File: src/rtl/i2c_pkg.sv
// Shared definitions for the I2C bit engine: quarter-bit encoding, R/W bit values
// and the byte width used by the shift registers.
package i2c_pkg;

  typedef enum logic [1:0] {
    Q1 = 2'd0,
    Q2 = 2'd1,
    Q3 = 2'd2,
    Q4 = 2'd3
  } quarter_t;

  localparam logic RW_WRITE = 1'b0;
  localparam logic RW_READ  = 1'b1;
  localparam int   BYTE_W   = 8;

  // A bit cell runs Q4 (setup) -> Q1 -> Q2 -> Q3, then wraps back to Q4.
  function automatic quarter_t next_quarter(input quarter_t q);
    quarter_t n;
    case (q)
      Q4:      n = Q1;
      Q1:      n = Q2;
      Q2:      n = Q3;
      default: n = Q4;
    endcase
    return n;
  endfunction

endpackage

File: src/rtl/i2c_step_gen.sv
// Quarter-bit timebase: divides the clock by CLK_DIV and emits one-cycle STEP
// strobes marking the end of each quarter while the bus engine is running.
module i2c_step_gen
  import i2c_pkg::*;
#(
  parameter int CLK_DIV = 25,
  parameter int DIV_W   = 8
) (
  input  logic       i_clk,
  input  logic       i_rst_n,
  input  logic       i_run,
  output quarter_t   o_quarter,
  output logic [3:0] o_step
);

  localparam logic [DIV_W-1:0] DIV_LAST = DIV_W'(CLK_DIV - 1);

  logic [DIV_W-1:0] r_div;
  quarter_t         r_quarter;
  logic [3:0]       r_step;

  // Idle parks the timebase at the start of Q4 so the first strobe after RUN
  // rises is always STEP4, one full quarter later.
  always_ff @(posedge i_clk or negedge i_rst_n) begin
    if (!i_rst_n) begin
      r_div     <= '0;
      r_quarter <= Q4;
      r_step    <= '0;
    end else if (!i_run) begin
      r_div     <= '0;
      r_quarter <= Q4;
      r_step    <= '0;
    end else if (r_div == DIV_LAST) begin
      r_div     <= '0;
      r_step    <= 4'b0001 << r_quarter;
      r_quarter <= next_quarter(r_quarter);
    end else begin
      r_div     <= r_div + 1'b1;
      r_step    <= '0;
    end
  end

  assign o_quarter = r_quarter;
  assign o_step    = r_step;

endmodule

File: src/rtl/i2c_bit_engine.sv
// Bit-level I2C stage: maps the transaction FSM's phase levels onto open-drain
// SCL/SDA drive, shifts bytes out MSB-first and assembles received bytes.
module i2c_bit_engine
  import i2c_pkg::*;
#(
  parameter int CLK_DIV = 25,
  parameter int DIV_W   = 8
) (
  input  logic              i_clk,
  input  logic              i_rst_n,
  input  logic              i_start,
  input  logic              i_restart,
  input  logic              i_stop,
  input  logic              i_shdevwrt,
  input  logic              i_shdevrd,
  input  logic              i_shadr,
  input  logic              i_shdata,
  input  logic              i_s_ack,
  input  logic              i_m_ack,
  input  logic              i_m_nack,
  input  logic              i_load_addr,
  input  logic              i_load_byte,
  input  logic              i_push,
  input  logic              i_read,
  input  logic [6:0]        i_dev_addr,
  input  logic [BYTE_W-1:0] i_reg_addr,
  input  logic [BYTE_W-1:0] i_wr_byte,
  input  logic              i_sda_in,
  output logic              o_scl_oe,
  output logic              o_sda_oe,
  output logic              o_step1,
  output logic              o_step2,
  output logic              o_step3,
  output logic              o_step4,
  output logic [BYTE_W-1:0] o_rd_byte,
  output logic              o_rd_valid,
  output logic              o_ack_err,
  output logic              o_busy
);

  logic              w_run;
  quarter_t          w_quarter;
  logic [3:0]        w_step;
  logic              w_rd_phase;
  logic              w_tx_phase;
  logic              w_bit_phase;
  logic              w_bit_sda;
  logic              w_scl_nxt;
  logic              w_sda_nxt;
  logic              w_start_rise;
  logic              w_load_addr_rise;
  logic              w_load_byte_rise;
  logic              w_push_rise;

  logic              r_scl_oe;
  logic              r_sda_oe;
  logic [BYTE_W-1:0] r_tx;
  logic [BYTE_W-1:0] r_rx;
  logic [BYTE_W-1:0] r_rd_byte;
  logic              r_rd_valid;
  logic              r_ack_err;
  logic              r_start_d;
  logic              r_load_addr_d;
  logic              r_load_byte_d;
  logic              r_push_d;

  assign w_run = i_start | i_restart | i_stop | i_shdevwrt | i_shdevrd | i_shadr |
                 i_shdata | i_s_ack | i_m_ack | i_m_nack | i_load_addr |
                 i_load_byte | i_push;

  i2c_step_gen #(
    .CLK_DIV (CLK_DIV),
    .DIV_W   (DIV_W)
  ) u_step_gen (
    .i_clk     (i_clk),
    .i_rst_n   (i_rst_n),
    .i_run     (w_run),
    .o_quarter (w_quarter),
    .o_step    (w_step)
  );

  assign w_rd_phase  = i_shdata & (i_read == RW_READ);
  assign w_tx_phase  = i_shdevwrt | i_shdevrd | i_shadr | (i_shdata & (i_read == RW_WRITE));
  assign w_bit_phase = w_tx_phase | w_rd_phase | i_s_ack | i_m_ack | i_m_nack;
  assign w_bit_sda   = w_tx_phase ? ~r_tx[BYTE_W-1] : i_m_ack;

  assign w_start_rise     = i_start & ~r_start_d;
  assign w_load_addr_rise = i_load_addr & ~r_load_addr_d;
  assign w_load_byte_rise = i_load_byte & ~r_load_byte_d;
  assign w_push_rise      = i_push & ~r_push_d;

  // START holds the lines in Q4 so the one cycle where the following phase's
  // Q4 is seen under START does not release SCL between Q3 and the next bit.
  always_comb begin
    w_scl_nxt = r_scl_oe;
    w_sda_nxt = r_sda_oe;
    if (!w_run) begin
      w_scl_nxt = 1'b0;
      w_sda_nxt = 1'b0;
    end else if (i_start | i_restart) begin
      case (w_quarter)
        Q4: begin
          if (i_restart) begin
            w_scl_nxt = 1'b1;
            w_sda_nxt = 1'b0;
          end
        end
        Q1: begin
          w_scl_nxt = 1'b0;
          w_sda_nxt = 1'b0;
        end
        Q2: begin
          w_scl_nxt = 1'b0;
          w_sda_nxt = 1'b1;
        end
        default: begin
          w_scl_nxt = 1'b1;
          w_sda_nxt = 1'b1;
        end
      endcase
    end else if (i_stop) begin
      w_scl_nxt = (w_quarter == Q4);
      w_sda_nxt = (w_quarter == Q4) | (w_quarter == Q1);
    end else if (w_bit_phase) begin
      w_scl_nxt = (w_quarter == Q3) | (w_quarter == Q4);
      w_sda_nxt = w_bit_sda;
    end
  end

  always_ff @(posedge i_clk or negedge i_rst_n) begin
    if (!i_rst_n) begin
      r_scl_oe      <= 1'b0;
      r_sda_oe      <= 1'b0;
      r_start_d     <= 1'b0;
      r_load_addr_d <= 1'b0;
      r_load_byte_d <= 1'b0;
      r_push_d      <= 1'b0;
    end else begin
      r_scl_oe      <= w_scl_nxt;
      r_sda_oe      <= w_sda_nxt;
      r_start_d     <= i_start;
      r_load_addr_d <= i_load_addr;
      r_load_byte_d <= i_load_byte;
      r_push_d      <= i_push;
    end
  end

  // A load landing on the same edge as STEP3 wins; the shift of the old byte
  // is dropped because that byte has already been fully sent.
  always_ff @(posedge i_clk or negedge i_rst_n) begin
    if (!i_rst_n) begin
      r_tx <= '0;
    end else if (i_start) begin
      r_tx <= {i_dev_addr, RW_WRITE};
    end else if (i_restart) begin
      r_tx <= {i_dev_addr, RW_READ};
    end else if (w_load_addr_rise) begin
      r_tx <= i_reg_addr;
    end else if (w_load_byte_rise) begin
      r_tx <= i_wr_byte;
    end else if (w_step[2] && w_tx_phase) begin
      r_tx <= {r_tx[BYTE_W-2:0], 1'b1};
    end
  end

  always_ff @(posedge i_clk or negedge i_rst_n) begin
    if (!i_rst_n) begin
      r_rx       <= '0;
      r_rd_byte  <= '0;
      r_rd_valid <= 1'b0;
      r_ack_err  <= 1'b0;
    end else begin
      if (w_step[0] && w_rd_phase) begin
        r_rx <= {r_rx[BYTE_W-2:0], i_sda_in};
      end
      r_rd_valid <= w_push_rise;
      if (w_push_rise) begin
        r_rd_byte <= r_rx;
      end
      if (w_start_rise) begin
        r_ack_err <= 1'b0;
      end else if (w_step[0] && i_s_ack && i_sda_in) begin
        r_ack_err <= 1'b1;
      end
    end
  end

  assign o_scl_oe   = r_scl_oe;
  assign o_sda_oe   = r_sda_oe;
  assign o_step1    = w_step[0];
  assign o_step2    = w_step[1];
  assign o_step3    = w_step[2];
  assign o_step4    = w_step[3];
  assign o_rd_byte  = r_rd_byte;
  assign o_rd_valid = r_rd_valid;
  assign o_ack_err  = r_ack_err;
  assign o_busy     = w_run;

endmodule
File: config.mk
export PLATFORM = sky130hd
export DESIGN_NAME = i2c_bit_engine
export DESIGN_NICKNAME = d
export VERILOG_FILES = /design/src/rtl/i2c_pkg.sv /design/src/rtl/i2c_step_gen.sv /design/src/rtl/i2c_bit_engine.sv
export SDC_FILE = /design/constraint.sdc
export NUM_CORES = 1
export LEC_CHECK = 0
export BUFFER_PORTS_ARGS = -buffer_cell sky130_fd_sc_hd__buf_2
export CAP_MARGIN = 20
export CELL_PAD_IN_SITES_DETAIL_PLACEMENT = 1
export CELL_PAD_IN_SITES_GLOBAL_PLACEMENT = 2
export CORE_MARGIN = 2
export CORE_UTILIZATION = 36
export CTS_CLUSTER_SIZE = 14
export DETAILED_ROUTE_END_ITERATION = 12
export HOLD_SLACK_MARGIN = 0.08
export PLACE_DENSITY = 0.81
export REMOVE_ABC_BUFFERS = 1
export SYNTH_ARGS = -nofsm -noshare
export SYNTH_HDL_FRONTEND = slang
export SYNTH_SLANG_ARGS = --single-unit
File: constraint.sdc
create_clock -name i_clk -period 3.44 [get_ports i_clk]
set_input_delay 0.172 -clock i_clk [delete_from_list [all_inputs] [get_ports i_clk]]
set_output_delay 0.172 -clock i_clk [all_outputs]
set_load 0.02 [all_outputs]
==> results of run 1 <==
==> sequential cells by signal (all words and copies together), names as in the netlist <==
name / cells
o_scl_oe: 1
o_rd_valid: 1
u_step_gen.o_step: 4
r_start_d: 1
r_tx: 8
u_step_gen.r_div: 8
u_step_gen.o_quarter: 2
r_load_byte_d: 1
r_load_addr_d: 1
o_ack_err: 1
r_rx: 8
r_push_d: 1
o_sda_oe: 1
o_rd_byte: 8
==> critical path, stage by stage <==
cell	delay [ns]
dlygate4sd3_1	0.53
buf_2	0.17
or2_2	0.39
or4_4	0.59
buf_2	0.20
==> layout make-up <==
class,instances,area (um^2)
inverters,7,26.28
fillers,707,3204
clock buffers,6,82.58
flip-flops and latches,46,1154
well taps,75,93.84
multi-input cells,140,1025
clock inverters,2,12.51
repair buffers,63,357.8
==> metrics by stage <==
step	cell area, um^2	total power, mW
2_1_floorplan	2205	0.9419
3_3_place_gp	2586	1.066
3_5_place_dp	2586	1.078
4_1_cts	2721	1.431
5_1_grt	2751	1.521
6_report	2751	1.409
==> placed cells by master (no fill, tap or decap), drive strengths merged, types with 5 or more instances in the layout <==
cell / count
a211oi: 7
and3: 6
and3b: 7
buf: 58
clkbuf: 6
dfrtp: 44
dlygate4sd3: 5
ha: 7
inv: 7
mux2: 24
nand2: 14
nand2b: 5
nand3: 5
nor2: 12
o21ai: 18
==> power groups by stage <==
stage | registers, mW | clock network (mW) | logic (mW)
after global routing | 0.723 | 0.378 | 0.420
after floorplan | 0.714 | 0 | 0.227
final | 0.706 | 0.343 | 0.360
after CTS | 0.707 | 0.356 | 0.368
after detailed placement | 0.715 | 0 | 0.363
after global placement | 0.713 | 0 | 0.352
==> repair_timing <==
item	in CTS	in global routing
buffers inserted	0	0
setup endpoints to repair	0	0
hold endpoints to repair	4	44
hold buffers	4	1
gates resized for setup	0	0
==> routing by layer <==
layer	routed length, um	GRT usage [%]
met4	103	6.408
met1	2368	21.46
met5	0	0
met3	217	3.380
met2	2622	26.47
==> final timing paths <==
path                                      from                       to  cells after the start
setup / recovery                       i_start                   o_busy                      5
hold / removal                        i_sda_in                  r_rx[0]                      2
setup reg to reg           u_step_gen.r_div[0]      u_step_gen.r_div[3]                      6
hold reg to reg                      r_start_d                o_ack_err                      2
max in group asynchronous              i_rst_n  u_step_gen.o_quarter[1]                      3
min in group asynchronous              i_rst_n      u_step_gen.r_div[6]                      2
==> cells by family after synthesis <==
logic type / Yosys count / share of synthesized area, %
compound gates: 37 / 10.39
xor+xnor: 6 / 2.347
fa+ha+maj: 7 / 3.910
buf+inv: 14 / 2.737
flops: 46 / 51.51
mux: 24 / 12.07
simple gates: 66 / 17.04
==> results.sh, run 1 <==
export IMPL_vdd_drop_max_mv=0.2389
export IMPL_clk_path_buf_depth=2
export IMPL_internal_power_mw=0.9615
export IMPL_antenna_found_initial=0
export IMPL_p_per_area_nw_per_um2=512.2
export IMPL_grt_pass1_wl_mm=9.066
export IMPL_layout_drive_gt1_share_pct=38.26
export IMPL_cp_data_arrival_time_ns=2.05
export IMPL_start_util_pct=37.61
export IMPL_synth_most_common_cell="dfrtp_1"
export IMPL_worstPathRequired_ns=3.27
export IMPL_die_area_um2=6868
export IMPL_synth_commonest_cells="dfrtp_1, mux2_2, o21ai_0, nand2_1, nor2_1"
export IMPL_hold_path_class="primary input to flip-flop"
export IMPL_synth_top_area_cell="dfrtp_1"
export IMPL_r2r_slack_ns=1.42
export IMPL_yosysWarnings=0
export IMPL_cts_tree="done"
export IMPL_ys_types=38
export IMPL_hold_viol_final=0
export IMPL_cts_sink_count=46
export IMPL_critPathKind="primary input to output pin"
export IMPL_wl_per_cell_um=15.67
export IMPL_startpoint_type="primary input"
export IMPL_row_count=28
export IMPL_fin_setup_tns_ns=0
export IMPL_synthFlopType="dfrtp_1"
export IMPL_io_pins=57
export IMPL_p_comb_share_pct=25.6
export IMPL_final_core_util_pct=46.20
export IMPL_slew_violations=0
export IMPL_pre_cts_slack_ns=1.417
export IMPL_finalHoldWorstSlack_ns=0.1283
export IMPL_clk_pin_slew_ns=0.09
export IMPL_grt_overflow=0
export IMPL_grtUsageTotal_pct=16.34
export IMPL_drc=0
export IMPL_dr_first_iter_drc_count=46
export IMPL_clock_skew_ns=0.004865
export IMPL_layoutNonFillerInstCount=339
export IMPL_rsz0062_at_grt="no"
export IMPL_area_delta_synth_final_pct=22.85
export IMPL_period_share_pct=64.52
export IMPL_setup_viol=0
export IMPL_die_x_um=82.88
export IMPL_dp_cells=325
export IMPL_diodes=0
export IMPL_synthArstFlopShare_pct=100.0
export IMPL_status="finished clean"
export IMPL_viasPerCell=5.133
export IMPL_grt_pass1_vias=1860
export IMPL_netlist_top_cells_area="dfrtp_1, mux2_2, o21ai_0, ha_1, and3b_1"
export IMPL_synth_edf_count=0
export IMPL_switchingPower_mw=0.4476
export IMPL_cts_buffers=5
export IMPL_drv_cap=0
export IMPL_path_max_fanout=11
export IMPL_finalCriticalPeriod_ns=2.219
export IMPL_syn_inst=200
export IMPL_portBuffers=56
export IMPL_die_y_um=82.88
export IMPL_ys_ff_latch=46
export IMPL_maxSlewHeadroom_pct=59.39
export IMPL_core_area_um2=5956
export IMPL_routed_wl_mm=5.311
export IMPL_worst_pin_slew_ns=0.6079
export IMPL_yosys_area_top_type_share_pct=49.16
export IMPL_drtPass1Iterations=4
export IMPL_grt_max_degree=47
export IMPL_cts_root_buffer="clkbuf_8"
export IMPL_gp_congestion=0.7905
export IMPL_detail_route_antenna_nets=0
export IMPL_htreeDepth=2
export IMPL_p_sw_share_pct=31.77
export IMPL_clk_latency_ns=0.29
export IMPL_p_clk_share_pct=24.3
export IMPL_synthesis_area_um2=2240
export IMPL_synth_avg_cell_area_um2=11.20
export IMPL_leakage_nw=1.411
export IMPL_fmax_ghz=0.4506
export IMPL_route_vias_total=1740
export IMPL_crit_path_end_kind="output pin"
export IMPL_power_frac_seq_pct=50.1
export IMPL_dp_hpwl_mm=3.897
export IMPL_finalNetCount=310
export IMPL_ys_seq_area_share_pct=51.51
export IMPL_setup_ws_ns=1.221
(Power assumes the default switching activity.)
==> inputs of run 2 (changes only) <==
- ABC_AREA: not set -> 1
- CORE_UTILIZATION: 36 -> 31
- PLACE_DENSITY: 0.81 -> 0.76
- clock period: 3.44 -> 2.28 ns (I/O delays scaled with it)
==> results.sh, run 2 <==
export IMPL_hold_path_endpoint="r_tx[7]"
export IMPL_worstPathRequired_ns=2.17
export IMPL_finalHoldWorstSlack_ns=0.1221
export IMPL_finalNetCount=396
export IMPL_met2_usage_pct=23.84
export IMPL_yosysWarnings=0
export IMPL_layout_drive_gt1_share_pct=27.43
export IMPL_cts_buffers=5
export IMPL_worst_pin_slew_ns=0.4796
export IMPL_drv_cap=0
export IMPL_cts_sink_count=46
export IMPL_vdd_drop_max_mv=0.3161
export IMPL_fmax_ghz=0.5512
export IMPL_start_util_pct=31.48
export IMPL_clk_path_buf_depth=2
export IMPL_hold_path_class="primary input to flip-flop"
export IMPL_layout_commonest_cell="nand2_1"
export IMPL_rr_startpoint="u_step_gen.o_quarter[0]"
export IMPL_path_max_fanout=12
export IMPL_gp_congestion=0.7425
export IMPL_multiInputGateArea_um2=1045
export IMPL_grt_pass1_vias=2091
export IMPL_synth_commonest_cells="nand2_1, dfrtp_1, inv_1, nor2_1, nand3_1"
export IMPL_dp_hpwl_mm=4.396
export IMPL_synthFlopType="dfrtp_1"
export IMPL_grt_pass1_wl_mm=9.956
export IMPL_drtPass1Iterations=4
export IMPL_synthArstFlopShare_pct=100.0
export IMPL_synth_top_area_cell="dfrtp_1"
export IMPL_crit_path_end_kind="output pin"
export IMPL_netlist_top_cells_area="dfrtp_1, nand2_1, inv_1, nor2_1, ha_1"
export IMPL_grt_busiest_layer="met2"
export IMPL_yosys_area_top_type_share_pct=45.98
export IMPL_hp_start="i_dev_addr[6]"
export IMPL_ys_types=32
export IMPL_critical_path_reg2reg_endpoint="o_sda_oe"
export IMPL_synth_avg_cell_area_um2=8.462
export IMPL_nFillCells=945
export IMPL_io_pins=57
export IMPL_status="finished clean"
export IMPL_antenna_found_initial=0
export IMPL_clk_latency_ns=0.31
export IMPL_totalPowerFinal_mw=1.917
export IMPL_viasPerCell=4.489
export IMPL_grt_overflow=0
export IMPL_critPathKind="primary input to output pin"
export IMPL_r2r_slack_ns=0.84
export IMPL_clock_skew_ns=0.009716
export IMPL_use_met1_pct=20.20
export IMPL_r2r_worst_path_cells=8
export IMPL_route_vias_total=2029
export IMPL_die_y_um=91.89
export IMPL_area_delta_synth_final_pct=23.20
export IMPL_p_per_area_nw_per_um2=649.9
export IMPL_fin_area_um2=2950
export IMPL_cts_tree="done"
export IMPL_ys_seq_area_share_pct=48.17
export IMPL_dr_first_iter_drc_count=34
export IMPL_final_seq_area_um2=1154
export IMPL_ys_ff_latch=46
export IMPL_slew_violations=0
export IMPL_cts_setup_buffers=0
export IMPL_cts_root_buffer="clkbuf_8"
export IMPL_hold_depth=5
export IMPL_cp_data_arrival_time_ns=1.70
export IMPL_leakage_nw=1.519
export IMPL_final_cell_mix="nand2_1, buf_2, dfrtp_1"
export IMPL_clk_pin_slew_ns=0.09
export IMPL_startpoint_type="primary input"
export IMPL_synth_edf_count=0
export IMPL_die_area_um2=8444
export IMPL_grt_max_degree=47
export IMPL_rsz0062_at_grt="no"
export IMPL_row_count=32
export IMPL_grtUsageTotal_pct=14.81
export IMPL_synthesis_area_um2=2395
export IMPL_syn_inst=283
export IMPL_diodes=0
export IMPL_crit_path_start="i_start"
export IMPL_grt_util_met3_pct=3.205
export IMPL_fin_setup_tns_ns=0
export IMPL_detail_route_antenna_nets=0
export IMPL_finalCriticalPeriod_ns=1.814
export IMPL_routed_wl_mm=5.710
export IMPL_die_x_um=91.89
export IMPL_hold_viol_final=0
export IMPL_core_area_um2=7607
export IMPL_portBuffers=56
export IMPL_maxSlewHeadroom_pct=67.94
export IMPL_drc=0
export IMPL_wl_per_cell_um=12.63
export IMPL_period_share_pct=79.57
export IMPL_synth_most_common_cell="nand2_1"
export IMPL_htreeDepth=2
export IMPL_dpl_instance_area_um2=2776
export IMPL_setup_viol=0
## run 2: cell types whose count changed after synthesis, moves of 6 or more
cell      delta
mux2_2      -23
a21oi_1     +12
and3b_1      -7
a211oi_1     -7
nor2_1      +15
o211ai_1     +6
nand2_1     +55
inv_1       +32
o21ai_2      +8
nand2_2      +6
nand3_1     +12
## run 2: how the worst max path moves through the flow
| stage | end | slack, ns |
|---|---|---|
| final | o_busy | 0.47 |
| after global routing | o_busy | 0.37 |
| after CTS | o_busy | 0.44 |
| after detailed placement | r_tx[3] | 0.81 |
| after global placement | r_tx[0] | 0.85 |
| after floorplan | o_sda_oe | 0.97 |
## run 2: kinds of logic after synthesis
family / after synthesis / synth area share, %
XOR/XNOR: 1 / 0.3658
multiplexers: 1 / 0.4702
adder cells (fa/ha/maj): 7 / 3.657
AO/OA/AOI/OAI: 45 / 11.49
buffers and inverters: 46 / 8.202
AND/OR/NAND/NOR: 137 / 27.64
flip-flops: 46 / 48.17
## run 2: critical path: stages
cell and delay [ns]:
dlygate4sd3_1 0.53, buf_2 0.16, nor2_4 0.24, nand2_2 0.09
nor2_2 0.12, nand2_2 0.20, buf_2 0.24
## run 2: metal layers
layer | up-vias | share of wire (%)
li1 | 1030 | -
met1 | 964 | 48
met2 | 29 | 48
met3 | 6 | 2.9
met4 | 0 | 1.3
met5 | - | 0
## run 2: layout make-up
cell class                      instances  area share (%)
Tap cell                              102           4.326
Timing Repair Buffer                   65           12.89
Inverter                               40           5.089
Sequential cell                        46           39.10
Clock inverter                          3          0.8482
Clock buffer                            5           2.332
Multi-Input combinational cell        191           35.41
## run 2: per-stage QoR
| step | std cells | util [%] | setup WS [ns] |
|---|---|---|---|
| after detailed placement | 436 | 36.50 | 0.8088 |
| after CTS | 452 | 38.78 | 0.4408 |
| after global routing | 452 | 38.78 | 0.3719 |
| final | 452 | 38.78 | 0.4658 |
| after floorplan | 277 | - | 0.9707 |
| after global placement | 436 | 36.50 | 0.8476 |
## run 2: what timing repair did
item,4_1_cts,5_1_grt
gates resized for setup,0,0
hold buffers,8,0
hold endpoints to repair,52,0
## run 2: power by group
group	switching (mW)	internal (mW)
sequential	0.0800	0.909
combinational	0.234	0.165
clock	0.308	0.222
total	0.622	1.30
